### config.mk
export PLATFORM = sky130hd
export DESIGN_NAME = status_reg_flat
export DESIGN_NICKNAME = d
export VERILOG_FILES = /design/src/rtl/status_reg_pkg.sv /design/src/rtl/status_reg_if.sv /design/src/rtl/status_reg_flag_calc.sv /design/src/rtl/status_reg.sv /design/src/flat_wrapper.sv
export SDC_FILE = /design/constraint.sdc
export NUM_CORES = 1
export LEC_CHECK = 0
export CAP_MARGIN = 20
export CORE_MARGIN = 3
export CORE_UTILIZATION = 27
export DETAILED_ROUTE_END_ITERATION = 8
export GPL_TIMING_DRIVEN = 0
export PLACE_DENSITY = 0.86
export SYNTH_ARGS = -nofsm -noshare
export SYNTH_HDL_FRONTEND = slang
export SYNTH_SLANG_ARGS = --single-unit
### constraint.sdc
create_clock -name phi1 -period 3.3 [get_ports phi1]
set_clock_uncertainty 0.1 [all_clocks]
set_input_delay 0.495 -clock phi1 [delete_from_list [all_inputs] [get_ports phi1]]
set_output_delay 0.495 -clock phi1 [all_outputs]
set_load 0.02 [all_outputs]
### src/rtl/status_reg_pkg.sv
// status_reg_pkg
//   Shared definitions for the 6502 status register (P) slice: data and
//   function-code widths, P bit positions, the ALU add function code,
//   explicit flag-op encodings, upd_mask bit positions and a helper that
//   forces the two hard-wired P bits.
package status_reg_pkg;

    localparam int REG_WIDTH = 8;
    localparam int OPP_WIDTH = 4;

    // P bit positions
    localparam int CARRY  = 0;
    localparam int ZERO   = 1;
    localparam int IRQ    = 2;
    localparam int DEC    = 3;
    localparam int BRK    = 4;
    localparam int UNUSED = 5;
    localparam int OVF    = 6;
    localparam int NEG    = 7;

    localparam logic [REG_WIDTH-1:0] RESET_P = 8'h24;

    // ALU function code for binary add (only code that affects V)
    localparam logic [OPP_WIDTH-1:0] SUM = 4'h3;

    // upd_mask bit positions, order {N,V,Z,C}
    localparam int MASK_C = 0;
    localparam int MASK_Z = 1;
    localparam int MASK_V = 2;
    localparam int MASK_N = 3;

    typedef enum logic [2:0] {
        FLAG_NOP = 3'd0,
        FLAG_CLC = 3'd1,
        FLAG_SEC = 3'd2,
        FLAG_CLI = 3'd3,
        FLAG_SEI = 3'd4,
        FLAG_CLD = 3'd5,
        FLAG_SED = 3'd6,
        FLAG_CLV = 3'd7
    } flag_op_e;

    // B is never stored (it only exists in pushed images) and bit 5 reads as 1.
    function automatic logic [REG_WIDTH-1:0] fix_bits(input logic [REG_WIDTH-1:0] p);
        logic [REG_WIDTH-1:0] r;
        r         = p;
        r[BRK]    = 1'b0;
        r[UNUSED] = 1'b1;
        return r;
    endfunction

endpackage

### src/rtl/status_reg_if.sv
// status_reg_if
//   ALU <-> status register bundle.
//   master (ALU side): drives alu_dout, alu_a, alu_b, alu_carry, alu_func,
//                      alu_wout; receives carry_to_alu, dec_mode.
//   slave  (P side)  : the reverse.
interface status_reg_if
    import status_reg_pkg::*;
#(
    parameter int REG_W = REG_WIDTH,
    parameter int OPP_W = OPP_WIDTH
);
    logic [REG_W-1:0] alu_dout;
    logic [REG_W-1:0] alu_a;
    logic [REG_W-1:0] alu_b;
    logic             alu_carry;
    logic [OPP_W-1:0] alu_func;
    logic             alu_wout;
    logic             carry_to_alu;
    logic             dec_mode;

    modport master (
        output alu_dout, alu_a, alu_b, alu_carry, alu_func, alu_wout,
        input  carry_to_alu, dec_mode
    );

    modport slave (
        input  alu_dout, alu_a, alu_b, alu_carry, alu_func, alu_wout,
        output carry_to_alu, dec_mode
    );
endinterface

### src/rtl/status_reg_flag_calc.sv
// status_reg_flag_calc
//   Combinational N/Z/C/V candidates from one ALU result.
//   Ports: alu_dout, alu_a_msb, alu_b_hi ({b7,b6}), alu_carry, alu_func,
//          bit_mode -> n, z, c, v, v_valid (v only meaningful when set).
module status_reg_flag_calc
    import status_reg_pkg::*;
(
    input  logic [REG_WIDTH-1:0] alu_dout,
    input  logic                 alu_a_msb,
    input  logic [1:0]           alu_b_hi,
    input  logic                 alu_carry,
    input  logic [OPP_WIDTH-1:0] alu_func,
    input  logic                 bit_mode,
    output logic                 n,
    output logic                 z,
    output logic                 c,
    output logic                 v,
    output logic                 v_valid
);
    always_comb begin
        n       = bit_mode ? alu_b_hi[1] : alu_dout[REG_WIDTH-1];
        z       = (alu_dout == '0);
        c       = alu_carry;
        v       = 1'b0;
        v_valid = 1'b0;
        if (bit_mode) begin
            v       = alu_b_hi[0];
            v_valid = 1'b1;
        end else if (alu_func == SUM) begin
            // Signed overflow: operands share a sign the result does not.
            v       = (alu_a_msb == alu_b_hi[1]) && (alu_dout[REG_WIDTH-1] != alu_a_msb);
            v_valid = 1'b1;
        end
    end
endmodule

### src/rtl/status_reg.sv
// status_reg
//   6502 processor status register stage downstream of the ALU.
//   Ports: phi1 (clock), reset_n (sync, active-low), alu (ALU bundle, slave),
//          upd_mask {N,V,Z,C}, bit_mode, flag_op, p_load/p_din (PLP),
//          push_brk, p_out (current P), p_push (push image), upd_done.
module status_reg
    import status_reg_pkg::*;
(
    input  logic                 phi1,
    input  logic                 reset_n,
    status_reg_if.slave          alu,
    input  logic [3:0]           upd_mask,
    input  logic                 bit_mode,
    input  logic [2:0]           flag_op,
    input  logic                 p_load,
    input  logic [REG_WIDTH-1:0] p_din,
    input  logic                 push_brk,
    output logic [REG_WIDTH-1:0] p_out,
    output logic [REG_WIDTH-1:0] p_push,
    output logic                 upd_done
);
    logic [REG_WIDTH-1:0] p_q;
    logic [REG_WIDTH-1:0] p_next;
    logic                 wout_q;
    logic                 cap;
    logic                 n, z, c, v, v_valid;

    status_reg_flag_calc u_flag_calc (
        .alu_dout  (alu.alu_dout),
        .alu_a_msb (alu.alu_a[REG_WIDTH-1]),
        .alu_b_hi  (alu.alu_b[REG_WIDTH-1 -: 2]),
        .alu_carry (alu.alu_carry),
        .alu_func  (alu.alu_func),
        .bit_mode  (bit_mode),
        .n         (n),
        .z         (z),
        .c         (c),
        .v         (v),
        .v_valid   (v_valid)
    );

    // The ALU holds alu_wout high until its function changes, so only the
    // rising level is a new result.
    assign cap = alu.alu_wout && !wout_q;

    always_comb begin
        p_next = p_q;
        if (cap) begin
            if (upd_mask[MASK_N])            p_next[NEG]   = n;
            if (upd_mask[MASK_Z])            p_next[ZERO]  = z;
            if (upd_mask[MASK_C])            p_next[CARRY] = c;
            if (upd_mask[MASK_V] && v_valid) p_next[OVF]   = v;
        end
        // Applied after the capture so an explicit flag op wins on a shared bit.
        case (flag_op)
            FLAG_CLC: p_next[CARRY] = 1'b0;
            FLAG_SEC: p_next[CARRY] = 1'b1;
            FLAG_CLI: p_next[IRQ]   = 1'b0;
            FLAG_SEI: p_next[IRQ]   = 1'b1;
            FLAG_CLD: p_next[DEC]   = 1'b0;
            FLAG_SED: p_next[DEC]   = 1'b1;
            FLAG_CLV: p_next[OVF]   = 1'b0;
            default:  ;
        endcase
        if (p_load) p_next = p_din;
        p_next = fix_bits(p_next);
    end

    always_ff @(posedge phi1) begin
        if (!reset_n) begin
            p_q      <= RESET_P;
            wout_q   <= 1'b0;
            upd_done <= 1'b0;
        end else begin
            p_q      <= p_next;
            wout_q   <= alu.alu_wout;
            // Pulses even when PLP discards the captured flags.
            upd_done <= cap;
        end
    end

    always_comb begin
        p_push         = p_q;
        p_push[BRK]    = push_brk;
        p_push[UNUSED] = 1'b1;
    end

    assign p_out            = p_q;
    assign alu.carry_to_alu = p_q[CARRY];
    assign alu.dec_mode     = p_q[DEC];

endmodule

### src/flat_wrapper.sv
// flat-port wrapper written by rule: the top's interface ports become plain ports
module status_reg_flat import status_reg_pkg::*;
  (phi1, reset_n, upd_mask, bit_mode, flag_op, p_load, p_din, push_brk, p_out, p_push, upd_done, alu_alu_dout, alu_alu_a, alu_alu_b, alu_alu_carry, alu_alu_func, alu_alu_wout, alu_carry_to_alu, alu_dec_mode);
  status_reg_if alu_i ();
  input  logic phi1;
  input  logic reset_n;
  input  logic [3:0] upd_mask;
  input  logic bit_mode;
  input  logic [2:0] flag_op;
  input  logic p_load;
  input  logic [REG_WIDTH-1:0] p_din;
  input  logic push_brk;
  output logic [REG_WIDTH-1:0] p_out;
  output logic [REG_WIDTH-1:0] p_push;
  output logic upd_done;
  input wire logic [$bits(alu_i.alu_dout)-1:0] alu_alu_dout;
  input wire logic [$bits(alu_i.alu_a)-1:0] alu_alu_a;
  input wire logic [$bits(alu_i.alu_b)-1:0] alu_alu_b;
  input wire logic [$bits(alu_i.alu_carry)-1:0] alu_alu_carry;
  input wire logic [$bits(alu_i.alu_func)-1:0] alu_alu_func;
  input wire logic [$bits(alu_i.alu_wout)-1:0] alu_alu_wout;
  output wire logic [$bits(alu_i.carry_to_alu)-1:0] alu_carry_to_alu;
  output wire logic [$bits(alu_i.dec_mode)-1:0] alu_dec_mode;
  assign alu_i.alu_dout = alu_alu_dout;
  assign alu_i.alu_a = alu_alu_a;
  assign alu_i.alu_b = alu_alu_b;
  assign alu_i.alu_carry = alu_alu_carry;
  assign alu_i.alu_func = alu_alu_func;
  assign alu_i.alu_wout = alu_alu_wout;
  assign alu_carry_to_alu = alu_i.carry_to_alu;
  assign alu_dec_mode = alu_i.dec_mode;
  status_reg u_core (.phi1(phi1), .reset_n(reset_n), .alu(alu_i), .upd_mask(upd_mask), .bit_mode(bit_mode), .flag_op(flag_op), .p_load(p_load), .p_din(p_din), .push_brk(push_brk), .p_out(p_out), .p_push(p_push), .upd_done(upd_done));
endmodule
==> results of run 1 <==
synth_stat cells (all sizes together):
master and instances:
a211o 1, a211oi 1, a21boi 3, a21oi 6, a221oi 1, a311o 1, a311oi 1, and2 1
and3 2, buf 13, conb 2, dfxtp 8, inv 3, mux2i 1, nand2 11, nand2b 1
nand3b 1, nand4 1, nor2 1, nor2b 2, nor3 2, nor4 2, nor4bb 1, o211ai 1
o21ai 4, o311ai 1, or3b 1
state kept, by name (all words and copies together) (netlist names):
| signal | cells |
|---|---|
| u_core.p_out | 6 |
| u_core.upd_done | 1 |
| u_core.wout_q | 1 |
how the worst max path moves through the flow:
| stage | from | endpoint | slack (ns) | depth (start not counted) |
|---|---|---|---|---|
| after floorplan | alu_alu_b[7] | u_core.p_out[6] | 1.89 | 4 |
| after global placement | alu_alu_dout[7] | u_core.p_out[6] | 1.34 | 5 |
| after detailed placement | alu_alu_wout | u_core.p_out[7] | 1.32 | 5 |
| after CTS | u_core.p_out[3] | p_out[3] | 1.33 | 2 |
| after global routing | u_core.p_out[3] | p_push[3] | 1.30 | 2 |
| final | u_core.p_out[3] | p_out[3] | 1.35 | 2 |
stage by stage:
step	instances	power (mW)	worst slack (ns)	hold WS (ns)
final	151	0.317	1.35	0.379
after global routing	151	0.337	1.30	0.402
after CTS	151	0.322	1.33	0.380
after detailed placement	148	0.243	1.32	0.369
after global placement	148	0.239	1.34	0.352
after floorplan	74	0.167	1.89	0.341
routing by layer:
layer	part of all wire, %	vias to the layer above
met5	0	-
met4	1.4	0
met3	8.7	4
met2	55	35
met1	35	331
li1	-	355
layout make-up:
type,instances,area share [%]
buffer,13,8.57
clock buffer,3,2.03
inverter,3,1.01
multi-input combinational,50,26.9
sequential,8,14.4
tap,25,2.82
timing repair buffer,49,44.2
cells in the final DEF, fill, tap and decap left out, types with 2 or more instances in the layout:
cell | synthesis | routed
nor4_1 | 2 | 2
clkbuf_4 | 0 | 3
clkdlybuf4s50_1 | 0 | 49
o21ai_0 | 4 | 4
and3_1 | 2 | 2
a21oi_1 | 6 | 6
nand2_1 | 11 | 11
buf_4 | 12 | 12
inv_1 | 3 | 3
a21boi_0 | 3 | 3
conb_1 | 2 | 3
dfxtp_1 | 8 | 8
nor3_1 | 2 | 2
kinds of logic after synthesis:
| family | count (synthesis) | share of synthesized area (%) |
|---|---|---|
| AND/OR/NAND/NOR | 26 | 25.8 |
| multiplexers | 1 | 1.78 |
| other | 2 | 1.34 |
| AO/OA/AOI/OAI | 20 | 23.6 |
| flip-flops | 8 | 28.5 |
| buffers and inverters | 16 | 18.9 |
power by group through the flow:
stage,Sequential [mW],Clock (mW),Combinational [mW]
3_5_place_dp,0.111,0,0.132
3_3_place_gp,0.111,0,0.128
6_report,0.109,0.0761,0.131
2_1_floorplan,0.118,0,0.0490
4_1_cts,0.109,0.0809,0.132
5_1_grt,0.110,0.0859,0.141
==> impl_metrics.csv, run 1 <==
group,metric,value,unit
timing,setup_violations,0,
power_and_ir_drop,power_density,285,nW/µm²
place,gp_congestion,0.757,
grt,grt_pass1_wl,3.03,mm
layout,design_area,1110,µm²
worst_setup_path,cp_top_family,"buffers and inverters",
clocking,ctsHoldBuffers,0,
logic_synthesis,synth_top_area_share,28.5,%
layout,syn_to_final_growth,97.5,%
grt,grt_use_met2,29.2,%
clocking,post_cts_buffers,0,
clocking,htree_levels,1,
floorplanning,initial_utilization,30.5,%
grt,busiest_layer,"met2",
grt,gr-usage-met1,14.1,%
worst_setup_path,path_buf_inv,2,
min_path,whs_endpoint,"u_core.upd_done",
timing,rsz0062_at_grt,"no",
place,post_dp_cell_area,1090,µm²
logic_synthesis,synthCells,73,
clocking,clk_pin_slew,0.05,ns
layout,post-route-util,60.3,%
place,place_hpwl,1.57,mm
worst_setup_path,r2r_slack,2.01,ns
logic_synthesis,avgSynthCellArea,7.70,µm²
power_and_ir_drop,p_sw,0.0914,mW
min_path,min_path_type,"flop to flop",
logic_synthesis,yosys_register_bits,8,
power_and_ir_drop,internal-power,0.225,mW
clocking,cts.sinks,8,
logic_synthesis,synth_area_leaders,"dfxtp_1 (29%), buf_4 (16%), nand2_1 (7.3%)",
detailed_routing,vias,725,
detailed_routing,ant_nets,0,
worst_setup_path,critPathLaunchType,"flop",
min_path,hold_path_depth,1,
layout,antenna_cells,0,
floorplanning,die_area,2660,µm²
clocking,clockBufferDepth,2,
place,port_buffers,49,
power_and_ir_drop,p_clk_share,24.0,%
clocking,cts_tree,"done",
detailed_routing,drc,0,
clocking,root_buffer,"clkbuf_4",
layout,nFillCells,192,
power_and_ir_drop,peakVddDrop,206,µV
power_and_ir_drop,combPwrFrac,41.5,%
min_path,hold_start,"u_core.wout_q",
worst_setup_path,cp.required,2.70,ns
detailed_routing,wl,1.89,mm
logic_synthesis,ys_types,29,
layout,final_nets,178,
worst_setup_path,endpoint_kind,"output pin",
layout,drive_gt1_share,13.5,%
run_status,outcome,"finished, final reports clean",
detailed_routing,dr.pass1.iters,4,
timing,hold_violations,0,
grt,grt_max_degree,11,
grt,grt_overflow,0,
worst_setup_path,max_stage_delay,0.59,ns
power_and_ir_drop,p_leak,0.459,nW
worst_setup_path,rr_endpoint,"u_core.p_out[7]",
timing,max_clock_freq,512,MHz
floorplanning,io_pins,69,
grt,met3_usage,6.88,%
worst_setup_path,regToRegStartpoint,"u_core.wout_q",
detailed_routing,wl_per_cell,12.5,µm
grt,grt_pass1_vias,759,
grt,track_usage,15.7,%
logic_synthesis,yosysSeqAreaShare,28.5,%
layout,regArea,160,µm²
timing,finalCritPeriodShare,59.2,%
worst_setup_path,arrival,1.36,ns
timing,fin_setup_tns,0,ns
clocking,cts_resized,0,
clocking,numCtsBuffers,3,
floorplanning,die_w,51.6,µm
layout,multi_input_area,299,µm²
logic_synthesis,synth_warnings,0,
power_and_ir_drop,switching_share,28.9,%
job,cap_violations,0,
detailed_routing,drt_iter0_markers,3,
worst_setup_path,worstSetupPathType,"flop to output pin",
detailed_routing,viasPerCell,4.80,
floorplanning,core,1840,µm²
logic_synthesis,syn_area,562,µm²
logic_synthesis,synth.largest_area_cell,"dfxtp_1",
floorplanning,rows,15,
worst_setup_path,path_cells,"buf_4 > clkdlybuf4s50_1",
worst_setup_path,slowest_stage,"clkdlybuf4s50_1",
grt,antenna_found_initial,0,
worst_setup_path,cp_max_fo,5,
worst_setup_path,reg2reg_depth,4,
power_and_ir_drop,power.share.sequential,34.5,%
timing,min_period,1.95,ns
clocking,worstSkewPairLatency,0.25,ns
timing,final_max_slew_viol_count,0,
floorplanning,fp.dieH,51.6,µm
No activity file was read; power rests on OpenSTA's default activity.
==> run 2, diff against run 1 <==
Settings changed: CORE_UTILIZATION 27 to 23, PLACE_DENSITY 0.86 to 0.78.
Clock period 3.3 ns to 1.68 ns, I/O delays scaled along.
==> impl_metrics.csv, run 2 (synthesized netlist as in run 1, its figures left out) <==
group,metric,value,unit
run_status,outcome,"finished, final reports clean",
detailed_routing,highest_layer,"met4",
grt,grt_pass1_wl,2.70,mm
worst_setup_path,cp_max_fo,5,
detailed_routing,vias,699,
power_and_ir_drop,total_power,0.609,mW
worst_setup_path,reg2reg_depth,4,
power_and_ir_drop,peakVddDrop,406,µV
clocking,post_cts_buffers,0,
place,gp_congestion,0.706,
detailed_routing,drt_iter0_markers,12,
worst_setup_path,critPathLaunchType,"flop",
timing,holdWs,0.361,ns
worst_setup_path,slowest_stage,"clkdlybuf4s50_1",
grt,grt_pass1_vias,617,
min_path,min_path_type,"flop to flop",
worst_setup_path,path_cells,"clkdlybuf4s50_1",
clocking,cts.sinks,8,
power_and_ir_drop,p_leak,0.517,nW
layout,most-common-layout-cells,"clkdlybuf4s50_1 (41), buf_4 (12), nand2_1 (11)",
worst_setup_path,cp_top_family,"buffers and inverters",
detailed_routing,wl,1.72,mm
grt,grt_overflow,0,
power_and_ir_drop,power_density,546,nW/µm²
clocking,htree_levels,1,
power_and_ir_drop,p_sw,0.174,mW
clocking,cts_tree,"done",
clocking,worstSkewPairLatency,0.25,ns
timing,min_period,1.61,ns
worst_setup_path,regToRegStartpoint,"u_core.wout_q",
floorplanning,initial_utilization,24.9,%
layout,design_area,1110,µm²
layout,final_common_cell,"clkdlybuf4s50_1",
power_and_ir_drop,internal-power,0.435,mW
floorplanning,die_area,3070,µm²
layout,antenna_cells,0,
detailed_routing,dr_wl_met3,161,µm
timing,final_max_slew_viol_count,0,
worst_setup_path,crit_start,"u_core.p_out[3]",
timing,rsz0062_at_grt,"no",
floorplanning,die_w,55.4,µm
power_and_ir_drop,p_clk_share,24.2,%
floorplanning,io_pins,69,
power_and_ir_drop,power.share.sequential,35.2,%
place,place_hpwl,1.49,mm
timing,finalCritPeriodShare,95.7,%
grt,antenna_found_initial,0,
layout,final_nets,178,
clocking,clk_pin_slew,0.06,ns
clocking,clockBufferDepth,2,
worst_setup_path,critical_path_depth,1,
worst_setup_path,r2r_slack,0.45,ns
grt,track_usage,11.4,%
layout,syn_to_final_growth,98.4,%
worst_setup_path,arrival,1.26,ns
timing,fin_setup_tns,0,ns
detailed_routing,drc,0,
timing,setup_violations,0,
job,cap_violations,0,
timing,max_clock_freq,622,MHz
layout,drive_gt1_share,13.5,%
worst_setup_path,worstSetupPathType,"flop to output pin",
worst_setup_path,endpoint_kind,"output pin",
power_and_ir_drop,switching_share,28.5,%
clocking,root_buffer,"clkbuf_4",
worst_setup_path,max_stage_delay,0.62,ns
floorplanning,core,2250,µm²
power_and_ir_drop,combPwrFrac,40.6,%
clocking,numCtsBuffers,3,
place,port_buffers,49,
place,dp_worst_setup_slack,-0.0758,ns
worst_setup_path,path_buf_inv,1,
place,post_dp_cell_area,1090,µm²
timing,hold_violations,0,
detailed_routing,ant_nets,0,
grt,grt_max_degree,11,
detailed_routing,wl_met2,962,µm
detailed_routing,met1_length,560,µm
worst_setup_path,rr_endpoint,"u_core.p_out[7]",
layout,largest_reg_flops,6,
floorplanning,rows,17,
worst_setup_path,critPathCapture,"alu_dec_mode",
floorplanning,fp.dieH,55.4,µm
detailed_routing,viasPerCell,4.54,
timing,setup_slack,0.0715,ns
worst_setup_path,cp.required,1.33,ns
detailed_routing,wl_per_cell,11.2,µm
detailed_routing,dr.pass1.iters,4,
run 2: cell types whose count changed in the layout (fill, tap and decap cells not counted), sizes merged:
cell,previous run,this run
clkdlybuf4s50,49,41
dlygate4sd2,0,5
dlymetal6s2s,0,3
run 2: through the flow:
step                      util [%]  cells
after CTS                     49.1    154
final                         49.4    154
after detailed placement      48.4    151
after global placement        48.4    151
after floorplan                  -     74
after global routing          49.4    154
run 2: final cells by class:
cell class,count,area [µm²]
Timing Repair Buffer,49,492
Buffer,13,95.1
Tap cell,28,35.0
Fill cell,230,1140
Sequential cell,8,160
Inverter,3,11.3
Clock buffer,3,22.5
Multi-Input combinational cell,50,299
run 2: worst min path at each step:
stage / end / depth (start not counted) / start / slack [ns]
2_1_floorplan: u_core.p_out[2] / 1 / reset_n / 0.24
3_3_place_gp: u_core.upd_done / 1 / u_core.wout_q / 0.35
3_5_place_dp: u_core.upd_done / 1 / u_core.wout_q / 0.36
4_1_cts: u_core.upd_done / 1 / u_core.wout_q / 0.37
5_1_grt: u_core.upd_done / 1 / u_core.wout_q / 0.38
6_report: u_core.upd_done / 1 / u_core.wout_q / 0.36
run 2: power groups by stage:
stage               Clock, mW  Combinational (mW)  Sequential, mW
finish                  0.147               0.247           0.214
global route            0.177               0.264           0.216
CTS                     0.154               0.251           0.214
detailed placement          0               0.257           0.218
global placement            0               0.252           0.217
floorplan                   0              0.0962           0.231
run 2: layer usage:
metal / vias to the layer above / global-route usage (%)
li1: 352 / -
met4: 0 / 4.86
met2: 35 / 20.4
met3: 4 / 5.84
met1: 308 / 10.8
met5: - / 0
run 2: timing repair:
action | CTS | global route
gates resized for setup | 5 | 3
endpoints found under the setup margin | 5 | 3
hold buffers | 0 | 0
==> run 3, diff against run 2 <==
Settings changed: SYNTH_HIERARCHICAL set to 1.
==> impl_metrics.csv, run 3 <==
group,metric,value,unit
run_status,outcome,"finished, final reports clean",
detailed_routing,wl_per_cell,11.0,µm
floorplanning,die_area,3100,µm²
logic_synthesis,synth_top_area_share,28.2,%
place,dp_worst_setup_slack,-0.149,ns
logic_synthesis,synth_warnings,6,
detailed_routing,ant_nets,0,
logic_synthesis,synth_area_leaders,"dfxtp_1 (28%), buf_4 (17%), a21oi_1 (4.4%)",
layout,antenna_cells,0,
logic_synthesis,synth.largest_area_cell,"dfxtp_1",
worst_setup_path,cp_max_fo,4,
floorplanning,core,2280,µm²
clocking,root_buffer,"clkbuf_4",
grt,grt_pass1_vias,607,
clocking,cts.sinks,8,
logic_synthesis,async_flop_share,0,%
worst_setup_path,cp_top_family,"buffers and inverters",
timing,final_max_slew_viol_count,0,
power_and_ir_drop,power_density,536,nW/µm²
detailed_routing,dr.pass1.iters,4,
layout,syn_to_final_growth,96.7,%
timing,rsz0062_at_grt,"no",
layout,final_common_cell,"clkdlybuf4s50_1",
detailed_routing,drc,0,
timing,finalCritPeriodShare,94.3,%
worst_setup_path,critPathLaunchType,"flop",
power_and_ir_drop,p_leak,0.554,nW
timing,setup_violations,0,
power_and_ir_drop,total_power,0.599,mW
timing,holdWs,0.264,ns
worst_setup_path,path_cells,"clkdlybuf4s50_1",
clocking,clockBufferDepth,2,
grt,met3_usage,5.10,%
logic_synthesis,syn_area,568,µm²
floorplanning,initial_utilization,25.0,%
timing,setup_slack,0.0953,ns
grt,gr-usage-met1,10.3,%
logic_synthesis,yosys_register_bits,8,
worst_setup_path,slowest_stage,"clkdlybuf4s50_1",
logic_synthesis,synth-edff-count,0,
logic_synthesis,synth_ff_type,"dfxtp_1",
clocking,numCtsBuffers,3,
timing,fin_setup_tns,0,ns
place,port_buffers,48,
detailed_routing,wl,1.65,mm
logic_synthesis,yosysMostFrequentCell,"buf_4",
timing,min_period,1.58,ns
floorplanning,io_pins,69,
grt,grt_use_met2,20.3,%
layout,largest_reg_flops,6,
floorplanning,rows,17,
detailed_routing,viasPerCell,4.32,
grt,grt_overflow,0,
worst_setup_path,endpoint_kind,"output pin",
worst_setup_path,max_stage_delay,0.62,ns
logic_synthesis,synthCells,69,
power_and_ir_drop,peakVddDrop,389,µV
min_path,min_path_type,"input port to flop",
logic_synthesis,ys_top_cells_by_count,"buf_4 (13), dfxtp_1 (8), nand2_1 (6), a21oi_1 (5), o21ai_0 (4)",
place,dp_cells,146,
clocking,clk_pin_slew,0.05,ns
grt,track_usage,10.6,%
layout,most-common-layout-cells,"clkdlybuf4s50_1 (39), buf_4 (13), dfxtp_1 (8)",
layout,drive_gt1_share,17.4,%
layout,final_nets,173,
grt,busiest_layer,"met2",
layout,fin_cells,149,
logic_synthesis,avgSynthCellArea,8.23,µm²
clocking,htree_levels,1,
detailed_routing,vias,643,
worst_setup_path,cp.required,1.33,ns
worst_setup_path,path_buf_inv,1,
logic_synthesis,yosysSeqAreaShare,28.2,%
place,gp_congestion,0.667,
timing,max_clock_freq,631,MHz
grt,antenna_found_initial,0,
grt,grt_max_degree,10,
floorplanning,die_w,55.7,µm
worst_setup_path,arrival,1.23,ns
clocking,worstSkewPairLatency,0.25,ns
job,cap_violations,0,
detailed_routing,drt_iter0_markers,19,
floorplanning,fp.dieH,55.7,µm
worst_setup_path,worstSetupPathType,"flop to output pin",
grt,grt_pass1_wl,2.57,mm
logic_synthesis,ys_types,26,
clocking,cts_tree,"done",
clocking,ctsHoldBuffers,0,
timing,hold_violations,0,
place,place_hpwl,1.46,mm
-- run 3: per-layer routing --
| layer | wire (µm) | vias to the layer above |
|---|---|---|
| met4 | 9 | 0 |
| li1 | - | 333 |
| met2 | 917 | 24 |
| met1 | 583 | 284 |
| met3 | 134 | 2 |
| met5 | 0 | - |
-- run 3: cell type report --
class | count | area [µm²]
buffer | 13 | 97.6
clock buffer | 3 | 22.5
fill | 217 | 1160
inverter | 3 | 11.3
multi-input combinational | 46 | 303
sequential | 8 | 160
tap | 28 | 35.0
timing repair buffer | 48 | 488
-- run 3: logic make-up after synthesis --
| family | share of synthesized area [%] |
|---|---|
| flops | 28.2 |
| mux | 8.15 |
| buf+inv | 19.2 |
| compound gates | 22.5 |
| simple gates | 20.7 |
| other cells | 1.32 |
-- run 3: through the flow --
step / cell area, µm² / utilization (%)
global placement: 1090 / 47.8
CTS: 1100 / 48.5
global route: 1120 / 49.1
detailed placement: 1090 / 47.8
floorplan: 572 / -
finish: 1120 / 49.1
-- run 3: path summary, 6_finish.rpt --
check / startpoint / endpoint / slack, ns / depth (start not counted)
worst min register to register: u_core/p_out[1] / u_core/p_out[1] / 0.47 / 2
worst max-delay path: u_core/p_out[2] / p_out[2] / 0.1 / 1
worst min-delay path: alu_alu_carry / u_core/p_out[0] / 0.26 / 3
worst max register to register: u_core/wout_q / u_core/p_out[6] / 0.39 / 4
-- run 3: report_power, final --
group	leakage [nW]	internal [mW]	switching [mW]
logic	0.474	0.151	0.0938
clock network	0.0138	0.0814	0.0602
registers	0.0664	0.203	0.00983
total	0.554	0.435	0.164
-- run 3: what timing repair did --
| item | CTS | global route |
|---|---|---|
| endpoints found under the hold margin | 0 | 0 |
| setup buffers | 0 | 0 |
| gates cloned | 0 | 0 |
| resized for setup | 4 | 5 |
| setup endpoints to repair | 4 | 5 |
